`src/rtl/reg_file_onehot_pkg.sv`:
```
// Shared constants and helpers for the Mini SRC register file and its
// one-hot decoder consumers.
package reg_file_onehot_pkg;

  localparam int NUM_REGS = 16;
  localparam int DATA_W   = 32;

  localparam int R0  = 0;
  localparam int R1  = 1;
  localparam int R2  = 2;
  localparam int R3  = 3;
  localparam int R4  = 4;
  localparam int R5  = 5;
  localparam int R6  = 6;
  localparam int R7  = 7;
  localparam int R8  = 8;
  localparam int R9  = 9;
  localparam int R10 = 10;
  localparam int R11 = 11;
  localparam int R12 = 12;
  localparam int R13 = 13;
  localparam int R14 = 14;
  localparam int R15 = 15;

  // Exactly one bit set; v & (v-1) clears the lowest set bit.
  function automatic logic is_onehot(input logic [NUM_REGS-1:0] v);
    return (v != '0) && ((v & (v - 1'b1)) == '0);
  endfunction

endpackage

```
`src/rtl/reg_file_onehot_onehot_check.sv`:
```
// Classifies a decoder select vector as idle (zero), one-hot, or malformed.
module onehot_check
  import reg_file_onehot_pkg::*;
(
  input  logic [NUM_REGS-1:0] vec_i,
  output logic                is_zero_o,
  output logic                is_onehot_o,
  output logic                is_multi_o
);

  assign is_zero_o   = (vec_i == '0);
  assign is_onehot_o = is_onehot(vec_i);
  assign is_multi_o  = !is_zero_o && !is_onehot_o;

endmodule

```
`src/rtl/reg_file_onehot.sv`:
```
// 16 x 32 register file driven by one-hot write/read selects, with registered
// read, write-to-read forwarding, R0 base-address rule and sticky select errors.
module reg_file_onehot
  import reg_file_onehot_pkg::*;
#(
  parameter int DATA_W   = 32,
  parameter int NUM_REGS = 16
) (
  input  logic                clk,
  input  logic                clr_n,
  input  logic [NUM_REGS-1:0] r_in,
  input  logic                wr_en,
  input  logic [DATA_W-1:0]   wr_data,
  input  logic [NUM_REGS-1:0] r_out,
  input  logic                rd_en,
  input  logic                ba_out,
  input  logic                err_clr,
  output logic [DATA_W-1:0]   bus_out,
  output logic                rd_valid,
  output logic                wr_err,
  output logic                rd_err
);

  logic [DATA_W-1:0] regs_q [NUM_REGS];
  logic [DATA_W-1:0] regs_d [NUM_REGS];
  logic [DATA_W-1:0] bus_q, bus_d;
  logic              rd_valid_q, rd_valid_d;
  logic              wr_err_q, wr_err_d;
  logic              rd_err_q, rd_err_d;

  logic wr_zero, wr_onehot, wr_multi;
  logic rd_zero, rd_onehot, rd_multi;

  onehot_check u_wr_chk (
    .vec_i       (r_in),
    .is_zero_o   (wr_zero),
    .is_onehot_o (wr_onehot),
    .is_multi_o  (wr_multi)
  );

  onehot_check u_rd_chk (
    .vec_i       (r_out),
    .is_zero_o   (rd_zero),
    .is_onehot_o (rd_onehot),
    .is_multi_o  (rd_multi)
  );

  logic              wr_ok, rd_ok, fwd, ba_zero;
  logic [DATA_W-1:0] rd_mux;

  assign wr_ok   = wr_en && wr_onehot;
  assign rd_ok   = rd_en && rd_onehot;
  assign fwd     = wr_ok && (r_in == r_out);
  assign ba_zero = ba_out && r_out[R0];

  // Selects are one-hot when rd_ok is set, so an AND-OR mux suffices.
  always_comb begin
    rd_mux = '0;
    for (int k = 0; k < NUM_REGS; k++) begin
      if (r_out[k]) rd_mux = rd_mux | regs_q[k];
    end
  end

  always_comb begin
    for (int k = 0; k < NUM_REGS; k++) begin
      regs_d[k] = (wr_ok && r_in[k]) ? wr_data : regs_q[k];
    end

    bus_d      = bus_q;
    rd_valid_d = 1'b0;
    if (rd_en) begin
      if (!rd_ok || ba_zero) bus_d = '0;
      else if (fwd)          bus_d = wr_data;
      else                   bus_d = rd_mux;
      rd_valid_d = rd_ok;
    end

    // A new error in the same cycle as err_clr keeps the flag set.
    wr_err_d = (wr_en && wr_multi) || (wr_err_q && !err_clr);
    rd_err_d = (rd_en && rd_multi) || (rd_err_q && !err_clr);
  end

  always_ff @(posedge clk or negedge clr_n) begin
    if (!clr_n) begin
      for (int k = 0; k < NUM_REGS; k++) regs_q[k] <= '0;
      bus_q      <= '0;
      rd_valid_q <= 1'b0;
      wr_err_q   <= 1'b0;
      rd_err_q   <= 1'b0;
    end else begin
      for (int k = 0; k < NUM_REGS; k++) regs_q[k] <= regs_d[k];
      bus_q      <= bus_d;
      rd_valid_q <= rd_valid_d;
      wr_err_q   <= wr_err_d;
      rd_err_q   <= rd_err_d;
    end
  end

  assign bus_out  = bus_q;
  assign rd_valid = rd_valid_q;
  assign wr_err   = wr_err_q;
  assign rd_err   = rd_err_q;

  logic unused_zero;
  assign unused_zero = wr_zero ^ rd_zero;

endmodule

```
`config.mk`:
```
export PLATFORM = sky130hd
export DESIGN_NAME = reg_file_onehot
export DESIGN_NICKNAME = d
export VERILOG_FILES = /design/src/rtl/reg_file_onehot_pkg.sv /design/src/rtl/reg_file_onehot_onehot_check.sv /design/src/rtl/reg_file_onehot.sv
export SDC_FILE = /design/constraint.sdc
export NUM_CORES = 1
export LEC_CHECK = 0
export ABC_AREA = 1
export BUFFER_PORTS_ARGS = -buffer_cell sky130_fd_sc_hd__buf_2
export CAP_MARGIN = 20
export CORE_ASPECT_RATIO = 1.75
export CORE_MARGIN = 3
export CORE_UTILIZATION = 40
export DETAILED_ROUTE_END_ITERATION = 16
export PLACE_DENSITY = 0.57
export SLEW_MARGIN = 20
export SYNTH_ARGS = -nofsm -noshare
export SYNTH_HDL_FRONTEND = slang
export SYNTH_SLANG_ARGS = --single-unit
export TNS_END_PERCENT = 20
```
`constraint.sdc`:
```
create_clock -name clk -period 2.24 [get_ports clk]
set_clock_uncertainty 0.2 [all_clocks]
set_input_delay 0.448 -clock clk [delete_from_list [all_inputs] [get_ports clk]]
set_output_delay 0.448 -clock clk [all_outputs]
set_load 0.02 [all_outputs]
```
==> results.yml <==
synth:
  synthTopCellsByArea: "dfrtp_1 (53%), nand2_1 (15%), o21ai_0 (7.4%)"
  post-synth-top-area-cell: "dfrtp_1"
  netlist_area_um2: 25800
  yosys_register_bits: 547
  number_of_nets_produced_by_synthesis: 3313
  number_of_warnings_reported_in_the_yosys_synthesis_log: 0
  postSynthCellCount: 3243
  synth.avg_cell_area_um2: 7.96
  synth_top_area_share_pct: 53.0
  synth_seq_area_share_pct: 53.0
  synthDistinctLibCells: 32
clocking:
  buffer_cell_driving_the_clock_tree_root: "clkbuf_16"
  cts_tree: "built"
  clock_tree.htree_level_count: 2
  cts_sinks: 547
  cts-root-to-sink-buffers: 3
  cts_inserted_buffers: 51
  clkSlewWorstSetupHoldPaths_ns: 0.07
  clk-insertion-delay-late_ns: 0.61
floorplanning:
  io-pin-count: 105
  core-area_um2: 63500
  dieArea_um2: 67700
  chipHeight_um: 342
  floorplan.initialDensity_pct: 40.6
  fp-row-count: 122
  chipWidth_um: 198
sta:
  finalSetupViolations: 0
  slew-limit-headroom_pct: 63.6
  finalHoldWorstSlack_ns: 0.0589
  fmaxAchievable_mhz: 456
  timing_max_transition_violations_final: 0
  grt_setup_unrepaired: "yes"
  finalHoldViolCount: 0
  timing.setup.tns_ns: 0
  worst-slew-pin-transition_ns: 0.541
  period_needed_ns: 2.19
  post_route_clock_period_utilization_pct: 97.9
route:
  totalWireLength_um: 102000
  avgViaCountPerCell: 5.59
  detail_route.wl_per_cell_um: 24.0
  dr_total_vias: 23744
  drt_antenna_net_count: 0
  first_iter_violations: 2641
  drt_pass1_iterations: 6
  drc: 0
place:
  dp.final_hpwl_um: 67300
  numPortBuffers: 104
  gp_routability_congestion: 0.887
critical_path:
  worst_setup_path_start_kind: "primary input"
  setup.worst_path.class: "primary input to register"
  crit_fanout: 12
  cp.arrival_ns: 2.49
  end_kind: "register"
  worst-endpoint-required_ns: 2.53
  reg2reg_depth: 6
final_layout:
  drive_above_1_share_pct: 14.1
  syn_to_final_growth_pct: 19.7
  design.final.nets: 3472
job:
  maxCapViolCount: 0
min_path:
  number_of_stages_on_the_worst_hold_path: 3
  timing.hold.worst.class: "primary input to register"
grt:
  grt_max_degree: 72
  grt_antenna_before_repair: 3
  global_route_wire_length_before_repair_um: 150000
  globalRouteTotalUtil_pct: 29.7
  grt.overflow.total: 0
  via_count_of_the_first_global_routing_pass: 23510
power:
  pwr_density_cell_nw_per_um2: 677
  final_power_w: 0.0209
  p_leak_nw: 15.8
  peak_supply_drop_v: 0.000465
status:
  run_status: "finished, final reports clean"
## per-stage QoR
step	cells	worst slack, ns	util, %	instance area, um2
after detailed placement	4143	-0.577	45.5	28900
after global routing	4250	-0.0184	48.7	30900
after floorplan	3243	-0.0263	-	25900
after global placement	4143	-0.603	45.5	28900
final	4251	0.0473	48.7	30900
after CTS	4242	0.0212	48.4	30800
## cell type report
class                           instances  area (um2)
Antenna cell                            2        5.00
Clock buffer                           81        1630
Clock inverter                         13         173
Fill cell                            6093       32600
Inverter                              412        1550
Multi-Input combinational cell       2028        9460
Sequential cell                       547       13700
Tap cell                              806        1010
Timing Repair Buffer                  362        3390
## cell families after synthesis
group | after synthesis | synth area share [%]
AOI/OAI and AO/OA | 727 | 15.4
buffers and inverters | 668 | 10.8
DFF | 547 | 53.0
xor gates and xnor gates | 6 | 0.204
and+or+nand+nor | 1295 | 20.5
## critical path, cell delays in order
cell and delay, ns:
buf_2 0.12, buf_4 0.12, inv_2 0.04, buf_4 0.22
nand2_1 0.10, nand4_1 0.10, nor3_1 0.18, nand2_1 0.13
nor2_2 0.20, buf_4 0.30, buf_12 0.18, nand4_1 0.12
nand3_1 0.14, nand2_1 0.07
## final timing paths
path	end	slack [ns]	start
max	bus_out[31]$_DFFE_PN0P_	0.05	r_in[2]
min	regs_q[185]$_DFFE_PN0P_	0.06	wr_data[25]
max reg2reg	bus_out[17]$_DFFE_PN0P_	0.44	regs_q[113]$_DFFE_PN0P_
min reg2reg	bus_out[19]$_DFFE_PN0P_	0.27	bus_out[19]$_DFFE_PN0P_
max in group asynchronous	regs_q[441]$_DFFE_PN0P_	0.95	clr_n
min in group asynchronous	regs_q[132]$_DFFE_PN0P_	0.14	clr_n
## layer usage
layer  wire [um]  global-route usage [%]  share of wire (%)  vias to the layer above
li1            -                       -                  -                    10661
met1       38400                    36.5                 38                    11548
met2       48900                    49.6                 48                     1205
met3        7810                    4.77                7.7                      328
met4        6960                    16.8                6.8                        2
met5           9                       0             0.0088                        -
## sequential cells by signal, indices dropped and copies added (netlist names)
register,count
bus_out,32
wr_err,1
regs_q,512
rd_err,1
rd_valid,1
## cell usage after synthesis
library cell and instances:
inv_1 405, nand3_1 49, dfrtp_1 547, nor4_1 24
o211ai_1 3, clkbuf_1 157, a221oi_1 17, nand2_1 1030
nand4_1 62, nor2_1 105, nor2_4 9, o22ai_1 152
o21ai_1 141, buf_1 9, nor3_1 5, o21ai_0 384
nand2_4 1, o21bai_1 1, nand2_2 1, buf_2 63
a31oi_2 1, clkinv_1 4, nor2_8 4, xor2_1 6
inv_2 3, nor2_2 5, o221ai_1 3, buf_12 1
a22o_1 17, a21oi_1 8, buf_4 3, buf_6 23
## repair_timing
action | in CTS | in global routing
setup buffers | 0 | 5
hold endpoints to repair | 473 | 0
endpoints found under the setup margin | 0 | 541
hold buffers | 5 | 0
resized for setup | 0 | 17
## cells in the final DEF (no fill, tap or decap), drive strengths merged, types with 4 or more instances in the layout
cell type,n
nor4,24
dlygate4sd3,5
nand4,62
nor2,123
clkbuf,83
o21ai,525
bufinv,4
o22ai,152
a22o,17
dfrtp,547
nand3,49
inv,407
nor3,5
xor2,6
a221oi,17
clkinv,12
a21oi,8
buf,355
nand2,1032
## power breakdown
group | total (W) | internal (W) | switching [W]
Combinational | 0.00161 | 0.000435 | 0.00118
Clock | 0.00942 | 0.00545 | 0.00397
Sequential | 0.00989 | 0.00988 | 0.00000327
Total | 0.0209 | 0.0158 | 0.00515
No activity file was read; power rests on OpenSTA's default activity.
